[config.mk]
export PLATFORM = sky130hd
export DESIGN_NAME = gpc_pipe_flat
export DESIGN_NICKNAME = d
export VERILOG_FILES = /design/src/rtl/gpc_pipe_if.sv /design/src/rtl/gpc_pipe.sv /design/src/flat_wrapper.sv
export SDC_FILE = /design/constraint.sdc
export NUM_CORES = 1
export LEC_CHECK = 0
export ABC_AREA = 1
export CAP_MARGIN = 30
export CORE_UTILIZATION = 52
export CTS_CLUSTER_DIAMETER = 100
export DETAILED_ROUTE_END_ITERATION = 8
export PLACE_DENSITY = 0.85
export SLEW_MARGIN = 10
export SYNTH_ARGS = -nofsm -noshare
export SYNTH_HDL_FRONTEND = slang
export SYNTH_SLANG_ARGS = --single-unit
export TNS_END_PERCENT = 5
[constraint.sdc]
create_clock -name clk -period 4.2 [get_ports clk]
set_clock_uncertainty 0.2 [all_clocks]
set_input_delay 0.42 -clock clk [delete_from_list [all_inputs] [get_ports clk]]
set_output_delay 0.42 -clock clk [all_outputs]
set_load 0.01 [all_outputs]
[src/rtl/gpc_pipe_if.sv]
// Stream bundle for gpc_pipe: input beat channel plus registered result channel.
// A beat moves on a channel only in a cycle where its valid and ready are both high; valid may not wait on ready.
interface gpc_pipe_if #(
  parameter int K0    = 1,
  parameter int K1    = 1,
  parameter int K2    = 3,
  parameter int OUT_W = 4,
  parameter int ACC_W = 8
);
  logic             in_valid;
  logic             in_ready;
  logic [K0-1:0]    src0;
  logic [K1-1:0]    src1;
  logic [K2-1:0]    src2;
  logic             in_last;
  logic             out_valid;
  logic             out_ready;
  logic [OUT_W-1:0] dst;
  logic [ACC_W-1:0] acc;
  logic             acc_ovf;
  logic             out_last;

  modport master (
    output in_valid, src0, src1, src2, in_last, out_ready,
    input  in_ready, out_valid, dst, acc, acc_ovf, out_last
  );

  modport slave (
    input  in_valid, src0, src1, src2, in_last, out_ready,
    output in_ready, out_valid, dst, acc, acc_ovf, out_last
  );
endinterface

[src/rtl/gpc_pipe.sv]
// Pipelined generalised parallel counter: dst = pc(src0) + 2*pc(src1) + 4*pc(src2),
// with a per-group running total. STAGES selects a 1- or 2-register pipeline.
module gpc_pipe #(
  parameter int K0     = 1,
  parameter int K1     = 1,
  parameter int K2     = 3,
  parameter int OUT_W  = 4,
  parameter int ACC_W  = 8,
  parameter int STAGES = 2
) (
  input  logic      clk,
  input  logic      rst,
  gpc_pipe_if.slave bus
);
  localparam int C0_W = $clog2(K0 + 1);
  localparam int C1_W = $clog2(K1 + 1);
  localparam int C2_W = $clog2(K2 + 1);

  if (STAGES != 1 && STAGES != 2) begin : g_bad_stages
    $error("gpc_pipe: STAGES must be 1 or 2");
  end
  if (((1 << OUT_W) - 1) < (K0 + 2 * K1 + 4 * K2)) begin : g_bad_out_w
    $error("gpc_pipe: OUT_W too narrow for the maximum weighted sum");
  end
  if (ACC_W < OUT_W || K0 < 1 || K1 < 1 || K2 < 1) begin : g_bad_widths
    $error("gpc_pipe: ACC_W must be >= OUT_W and every column needs at least one bit");
  end

  logic [C0_W-1:0] w_pc0;
  logic [C1_W-1:0] w_pc1;
  logic [C2_W-1:0] w_pc2;

  always_comb begin
    w_pc0 = '0;
    for (int i = 0; i < K0; i++) w_pc0 = w_pc0 + C0_W'(bus.src0[i]);
  end

  always_comb begin
    w_pc1 = '0;
    for (int i = 0; i < K1; i++) w_pc1 = w_pc1 + C1_W'(bus.src1[i]);
  end

  always_comb begin
    w_pc2 = '0;
    for (int i = 0; i < K2; i++) w_pc2 = w_pc2 + C2_W'(bus.src2[i]);
  end

  logic             r_out_valid;
  logic [OUT_W-1:0] r_dst;
  logic [ACC_W-1:0] r_acc;
  logic             r_acc_ovf;
  logic             r_out_last;
  logic             r_group_start;

  logic             w_in_ready;
  logic             w_fin_room;
  logic             w_fin_valid;
  logic             w_fin_load;
  logic [C0_W-1:0]  w_fin_c0;
  logic [C1_W-1:0]  w_fin_c1;
  logic [C2_W-1:0]  w_fin_c2;
  logic             w_fin_last;

  // The final stage may load when it is empty or its beat leaves this cycle.
  assign w_fin_room = !r_out_valid || bus.out_ready;
  assign w_fin_load = w_fin_room && w_fin_valid;

  if (STAGES == 2) begin : g_two
    logic            r_s1_valid;
    logic [C0_W-1:0] r_c0;
    logic [C1_W-1:0] r_c1;
    logic [C2_W-1:0] r_c2;
    logic            r_s1_last;

    assign w_in_ready  = !r_s1_valid || w_fin_room;
    assign w_fin_valid = r_s1_valid;
    assign w_fin_c0    = r_c0;
    assign w_fin_c1    = r_c1;
    assign w_fin_c2    = r_c2;
    assign w_fin_last  = r_s1_last;

    always_ff @(posedge clk or posedge rst) begin
      if (rst) begin
        r_s1_valid <= 1'b0;
        r_c0       <= '0;
        r_c1       <= '0;
        r_c2       <= '0;
        r_s1_last  <= 1'b0;
      end else if (w_in_ready) begin
        r_s1_valid <= bus.in_valid;
        if (bus.in_valid) begin
          r_c0      <= w_pc0;
          r_c1      <= w_pc1;
          r_c2      <= w_pc2;
          r_s1_last <= bus.in_last;
        end
      end
    end
  end else begin : g_one
    assign w_in_ready  = w_fin_room;
    assign w_fin_valid = bus.in_valid;
    assign w_fin_c0    = w_pc0;
    assign w_fin_c1    = w_pc1;
    assign w_fin_c2    = w_pc2;
    assign w_fin_last  = bus.in_last;
  end

  logic [OUT_W-1:0] w_dst;
  logic [ACC_W-1:0] w_base;
  logic [ACC_W:0]   w_sum;
  logic             w_ovf_base;

  assign w_dst      = OUT_W'(w_fin_c0) + (OUT_W'(w_fin_c1) << 1) + (OUT_W'(w_fin_c2) << 2);
  assign w_base     = r_group_start ? '0 : r_acc;
  assign w_ovf_base = r_group_start ? 1'b0 : r_acc_ovf;
  // One extra bit so the carry-out of the group total is visible as the wrap flag.
  assign w_sum      = {1'b0, w_base} + (ACC_W + 1)'(w_dst);

  always_ff @(posedge clk or posedge rst) begin
    if (rst) begin
      r_out_valid   <= 1'b0;
      r_dst         <= '0;
      r_acc         <= '0;
      r_acc_ovf     <= 1'b0;
      r_out_last    <= 1'b0;
      r_group_start <= 1'b1;
    end else if (w_fin_room) begin
      r_out_valid <= w_fin_valid;
      if (w_fin_valid) begin
        r_dst         <= w_dst;
        r_acc         <= w_sum[ACC_W-1:0];
        r_acc_ovf     <= w_ovf_base | w_sum[ACC_W];
        r_out_last    <= w_fin_last;
        r_group_start <= w_fin_last;
      end
    end
  end

  assign bus.in_ready  = w_in_ready;
  assign bus.out_valid = r_out_valid;
  assign bus.dst       = r_dst;
  assign bus.acc       = r_acc;
  assign bus.acc_ovf   = r_acc_ovf;
  assign bus.out_last  = r_out_last;

  logic w_unused;
  assign w_unused = w_fin_load;
endmodule

[src/flat_wrapper.sv]
// flat-port wrapper written by rule: the top's interface ports become plain ports
module gpc_pipe_flat 
#(
  parameter int K0     = 1,
  parameter int K1     = 1,
  parameter int K2     = 3,
  parameter int OUT_W  = 4,
  parameter int ACC_W  = 8,
  parameter int STAGES = 2
)
  (clk, rst, bus_in_valid, bus_src0, bus_src1, bus_src2, bus_in_last, bus_out_ready, bus_in_ready, bus_out_valid, bus_dst, bus_acc, bus_acc_ovf, bus_out_last);
  gpc_pipe_if #(.K0(K0), .K1(K1), .K2(K2), .OUT_W(OUT_W), .ACC_W(ACC_W)) bus_i ();
  input  logic clk;
  input  logic rst;
  input wire logic [$bits(bus_i.in_valid)-1:0] bus_in_valid;
  input wire logic [$bits(bus_i.src0)-1:0] bus_src0;
  input wire logic [$bits(bus_i.src1)-1:0] bus_src1;
  input wire logic [$bits(bus_i.src2)-1:0] bus_src2;
  input wire logic [$bits(bus_i.in_last)-1:0] bus_in_last;
  input wire logic [$bits(bus_i.out_ready)-1:0] bus_out_ready;
  output wire logic [$bits(bus_i.in_ready)-1:0] bus_in_ready;
  output wire logic [$bits(bus_i.out_valid)-1:0] bus_out_valid;
  output wire logic [$bits(bus_i.dst)-1:0] bus_dst;
  output wire logic [$bits(bus_i.acc)-1:0] bus_acc;
  output wire logic [$bits(bus_i.acc_ovf)-1:0] bus_acc_ovf;
  output wire logic [$bits(bus_i.out_last)-1:0] bus_out_last;
  assign bus_i.in_valid = bus_in_valid;
  assign bus_i.src0 = bus_src0;
  assign bus_i.src1 = bus_src1;
  assign bus_i.src2 = bus_src2;
  assign bus_i.in_last = bus_in_last;
  assign bus_i.out_ready = bus_out_ready;
  assign bus_in_ready = bus_i.in_ready;
  assign bus_out_valid = bus_i.out_valid;
  assign bus_dst = bus_i.dst;
  assign bus_acc = bus_i.acc;
  assign bus_acc_ovf = bus_i.acc_ovf;
  assign bus_out_last = bus_i.out_last;
  gpc_pipe #(.K0(K0), .K1(K1), .K2(K2), .OUT_W(OUT_W), .ACC_W(ACC_W), .STAGES(STAGES)) u_core (.clk(clk), .rst(rst), .bus(bus_i));
endmodule
==> results.toml, run 1 <==
[run_status]
outcome = "completed"

[detailed_routing]
via_count = 957
met3_length_um = 58
avgViaCountPerCell = 5.06
wl_met1_um = 942
drtIter0Drc = 24
route.met2.wl_um = 1160
wirelength_um = 2200
highest_layer = "met4"
ant_nets = 0
routedWlPerCell_um = 11.6
drc_errors = 0
firstDrtPassIters = 6

[setup_path]
crit_required_ps = 3580
cp_max_fo = 3
cp-start-kind = "primary input"
r2r_cells = 8
critPathArrivalTime_ps = 1570
critical_path.top_delay_family = "buffers and inverters"
end_kind = "output pin"
max_stage_delay_ps = 540
crit_buf_inv = 3
crit_cells = 4
crit_slowest_cell = "clkdlybuf4s50_1"
cpMostUsedCell = "clkdlybuf4s50_1"
worstPathCellList = "clkdlybuf4s50_1, inv_2, nand3_2, clkdlybuf4s50_1"
crit_type = "primary input to output pin"

[pwr]
p_sw_uw = 305
switching_share = 0.380
ir_worst_vdd_uv = 301
leakage_uw = 0.000721
clkPwrFrac = 0.142
combPwrFrac = 0.458
p_int_uw = 498
seqPwrFrac = 0.399
power_density_nw_per_um2 = 556

[synth]
netlist_area_um2 = 1140
syn_inst = 135
synth_mux_area_frac = 0.0198
ys_types = 21
synth.net_count = 151
synth_fa_ha_area_frac = 0.0790
synth-xor-area-share = 0.00768
synth_compound_area_frac = 0.0659
synthTopCellsByArea = "dfrtp_1 (46%), nand2_1 (13%), inv_1 (5.6%), ha_1 (4.4%), nor2_1 (3.6%)"
postSynth.asyncResetShare = 1.00
synth_largest_area_cell = "dfrtp_1"
synth.most_common_cell = "nand2_1"
synthFlopType = "dfrtp_1"
yosys.area_share.simple = 0.260
yosys_warnings = 0
synth_top_family_by_area = "simple AND/OR/NAND/NOR gates"
yosysSeqAreaShare = 0.484
synth_edf_count = 0
synth_area_per_cell_um2 = 8.44
netlist.area_leader.share = 0.461
synth_commonest_cells = "nand2_1 (39), dfrtp_1 (21), inv_1 (17)"
ys_seq_elements = 22

[min_path]
hold_path.class = "flip-flop to flip-flop"
hold_depth = 2

[global_routing]
overflow = 0
grt_pass1_wl_um = 3900
grt_pass1_vias = 976
grt_antenna_before_repair = 0
grt_usage = 0.210
grt_start_max_net_pins = 23

[floorplan]
rows = 16
start_util = 0.569
die_area_um2 = 2380
top_level_ports = 26
core_um2 = 2000
fp.dieH_um = 48.8
fp.dieW_um = 48.8

[job]
cap_violations = 0

[finish]
drive_above_1_share = 0.130
synthToLayoutAreaGrowth_pct = 26.7
antenna_cells = 0
design_area_um2 = 1440
nFillCells = 160
final_nets = 179

[clocking]
clk_path_buf_depth = 2
clk_latency_ps = 310
cts.sinks = 22
cts_hold_buf = 0
h-tree-depth = 1
cts_buffers = 3
clock_tree.root_cell = "clkbuf_4"
cts_tree = "built"
clkSlewWorstSetupHoldPaths_ps = 110
post_cts_buffers = 0
post_cts_resized = 0

[sta]
drv_slew = 0
rsz0062_at_grt = "false"
whs_ps = 295
worst_slew_pin_slew_ps = 797
fmax_ghz = 0.457
fin_crit_ps = 2190
fin_crit_sh = 0.520
report.final.setup_viol = 0
hold_viol = 0
setup_tns_ps = 0
slew_headroom = 0.468

[placed_design]
dpl-instance-area_um2 = 1410
port_buffers = 25
hpwl_um = 1720
gp_congestion = 0.842
layer usage:
| metal | vias up | GRT usage |
|---|---|---|
| met5 | - | 0 |
| met4 | 0 | 0.0735 |
| met3 | 6 | 0.0187 |
| met2 | 18 | 0.410 |
| met1 | 462 | 0.235 |
| li1 | 471 | - |
metrics by stage:
stage          power (uW)  utilization  setup WS, ps  cells
6_report              803        0.721          2010    189
5_1_grt               867        0.721          1970    189
4_1_cts               807        0.721          2010    189
3_5_place_dp          691        0.703          2010    185
3_3_place_gp          672        0.703          2040    185
2_1_floorplan         540            -          2380    135
tightest hold or removal path: stages, from the launching register on:
cell and delay (ps):
dfrtp_1 360, nand2_1 50, nand2_1 60
cell usage in the layout (no fill, tap or decap), drive strengths merged:
cell / n
clkdlybuf4s50: 25
a21oi: 4
xor2: 1
dfrtp: 21
nor2: 11
o22ai: 1
ha: 4
nand4: 1
nand3: 10
inv: 21
fa: 2
nand2: 45
clkbuf: 4
dfstp: 1
mux2: 2
o21ai: 9
area by class of cell:
cell class,instances,area [um^2],area share
clock buffers,4,36.3,0.0251
inverters,21,78.8,0.0546
multi-input cells,90,493,0.341
flip-flops and latches,22,552,0.382
well taps,27,33.8,0.0234
repair buffers,25,250,0.173
final timing paths:
check                                startpoint                   to  slack [ps]
min                         u_core.bus.out_last  u_core.bus.out_last         290
min in group asynchronous                   rst    u_core.bus.acc[0]         350
min reg2reg                 u_core.bus.out_last  u_core.bus.out_last         290
max reg2reg                u_core.r_group_start    u_core.bus.acc[4]        2200
max                               bus_out_ready         bus_in_ready        2010
max in group asynchronous                   rst    u_core.bus.acc[1]        2960
logic make-up after synthesis:
group,count (synthesis)
multiplexers,2
AND/OR/NAND/NOR,67
flip-flops,22
buffers and inverters,23
AO/OA/AOI/OAI,14
XOR/XNOR,1
adder cells (fa/ha/maj),6
registers in the layout, indices dropped and copies added (netlist names):
signal / flops
u_core.bus.out_last: 1
u_core.g_two.r_c0: 1
u_core.g_two.r_s1_last: 1
u_core.bus.acc_ovf: 1
u_core.g_two.r_c1: 1
u_core.bus.out_valid: 1
u_core.bus.acc: 8
u_core.g_two.r_s1_valid: 1
u_core.r_group_start: 1
u_core.bus.dst: 4
u_core.g_two.r_c2: 2
power groups by stage:
stage	Combinational [uW]	Sequential, uW	Clock, uW
2_1_floorplan	199	340	0
3_3_place_gp	350	323	0
3_5_place_dp	365	325	0
4_1_cts	370	320	117
5_1_grt	411	329	127
6_report	368	321	114
Power figures use the tool's default switching activity.
==> run 2, diff against run 1 <==
Settings changed: CORE_ASPECT_RATIO from default to 1.75, CORE_UTILIZATION 52 to 44, PLACE_DENSITY 0.85 to 0.77.
Clock period 4.2 ns to 2 ns, I/O delays scaled along.
==> run 2 against run 1 <==
Net effect: sequential cell count did not move; combinational power rose by 120%; worst setup slack got worse by 1900 ps; core utilization fell by 10 points; worst hold slack got worse by 1.5 ps; via count rose by 4.4%; sequential share of layout area fell by 1.9 points; routed wire length rose by 13%; critical path depth rose by 7; critical endpoint is now u_core.bus.acc[5].
==> results.toml, run 2 (synthesis results as in run 1) <==
[floorplan]
rows = 24
fp.dieH_um = 69.3
fp.dieW_um = 40.5
top_level_ports = 26
core_um2 = 2460
start_util = 0.463
die_area_um2 = 2810

[finish]
finalNonFillerCells = 194
multi_input_area_um2 = 503
final_nets = 185
layout_commonest_cell = "nand2_1"
largest_reg_flops = 8
drive_above_1_share = 0.173
seq_area_um2 = 552
synthToLayoutAreaGrowth_pct = 33.3
antenna_cells = 0
most-common-layout-cells = "nand2_1 (38), clkdlybuf4s50_1 (25), dfrtp_1 (21)"
nFillCells = 219
final_util = 0.617
design_area_um2 = 1520

[clocking]
cts.sinks = 22
clk_path_buf_depth = 2
cts_tree = "built"
cts_buffers = 3
h-tree-depth = 1
post_cts_buffers = 0
clk_latency_ps = 260
clock_tree.root_cell = "clkbuf_8"
clkSlewWorstSetupHoldPaths_ps = 80

[placed_design]
port_buffers = 25
hpwl_um = 2010
dp.cells = 189
dpl-instance-area_um2 = 1440
gp_congestion = 0.819

[detailed_routing]
ant_nets = 0
routedWlPerCell_um = 12.8
wirelength_um = 2480
avgViaCountPerCell = 5.15
via_count = 999
drtIter0Drc = 15
drc_errors = 0
firstDrtPassIters = 6

[min_path]
worstHoldStart = "u_core.bus.out_last"
hold_path.class = "flip-flop to flip-flop"
hold_depth = 2
min_to = "u_core.bus.out_last"

[sta]
rsz0062_at_grt = "false"
setup_tns_ps = 0
drv_slew = 0
fmax_ghz = 0.532
fin_crit_sh = 0.940
slew_headroom = 0.835
worst_slew_pin_slew_ps = 248
fin_crit_ps = 1880
hold_viol = 0
report.final.setup_viol = 0

[setup_path]
end_kind = "flip-flop"
cp_max_fo = 6
reg2reg_from = "u_core.r_group_start"
crit_type = "flip-flop to flip-flop"
rr_endpoint = "u_core.bus.acc[5]"
r2r_cells = 11
cp-start-kind = "flip-flop"
ff2ff_setup_slack_ps = 120
critPathArrivalTime_ps = 1840
crit_required_ps = 1960

[global_routing]
grt_pass1_wl_um = 4170
grt_usage = 0.210
grt_start_max_net_pins = 15
grt_antenna_before_repair = 0
grt_pass1_vias = 1051
overflow = 0

[pwr]
ir_worst_vdd_uv = 737
power_density_nw_per_um2 = 1190
leakage_uw = 0.000762
finalPower_uw = 1810

[job]
cap_violations = 0

[run_status]
outcome = "completed"
run 2: cell count changes in the layout (fill, tap and decap cells not counted):
cell           previous run  this run
nand3_1                   7         6
nand2_2                   6         7
nand3_2                   3         4
nand2_1                  39        38
fa_1                      2         1
dlygate4sd3_1             0         1
clkbuf_8                  1         4
clkbuf_4                  3         0
buf_4                     0         5
fa_2                      0         1
run 2: worst max path at each step:
stage,end,slack (ps),cells past startpoint,from
final,u_core.bus.acc[5],120,11,u_core.r_group_start
after global routing,u_core.bus.acc[5],5,11,u_core.r_group_start
after CTS,u_core.bus.acc[4],60,8,u_core.r_group_start
after detailed placement,u_core.bus.acc[4],70,8,u_core.r_group_start
after global placement,u_core.bus.acc[5],140,11,u_core.r_group_start
after floorplan,u_core.bus.acc[4],180,9,u_core.bus.acc[0]
run 2: layer usage:
metal,share of wire,up-vias,track usage
met4,0.020,0,0.0963
met5,0,-,0
li1,-,487,-
met1,0.34,486,0.203
met2,0.62,22,0.386
met3,0.021,4,0.0256
run 2: area by class of cell:
| cell class | instances | area share |
|---|---|---|
| Multi-Input combinational cell | 90 | 0.331 |
| Inverter | 21 | 0.0519 |
| Clock buffer | 4 | 0.0362 |
| Tap cell | 26 | 0.0214 |
| Sequential cell | 22 | 0.363 |
| Timing Repair Buffer | 31 | 0.196 |
run 2: repair_timing:
action / CTS / global route
setup endpoints to repair: 0 / 4
hold buffers: 1 / 0
resized for setup: 0 / 3
endpoints found under the hold margin: 5 / 0
run 2: critical path: stages, from the launching register on:
cell     delay, ps
dfstp_2        590
inv_2           60
nand2_2         90
inv_1           50
ha_1           260
nand3_1        100
nand3_2         90
nand2_1         70
nand2_1        100
nand2_1         60
nand2_1         60
nand2_1         50
run 2: power breakdown:
part | internal (uW) | switching [uW] | total (uW)
registers | 575 | 102 | 676
clock network | 176 | 141 | 316
logic | 389 | 433 | 822
run 2: stage by stage:
stage,hold slack [ps],setup WS (ps)
2_1_floorplan,-11.5,179
3_3_place_gp,231,135
3_5_place_dp,249,72.4
4_1_cts,301,58.3
5_1_grt,325,5.41
6_report,293,120
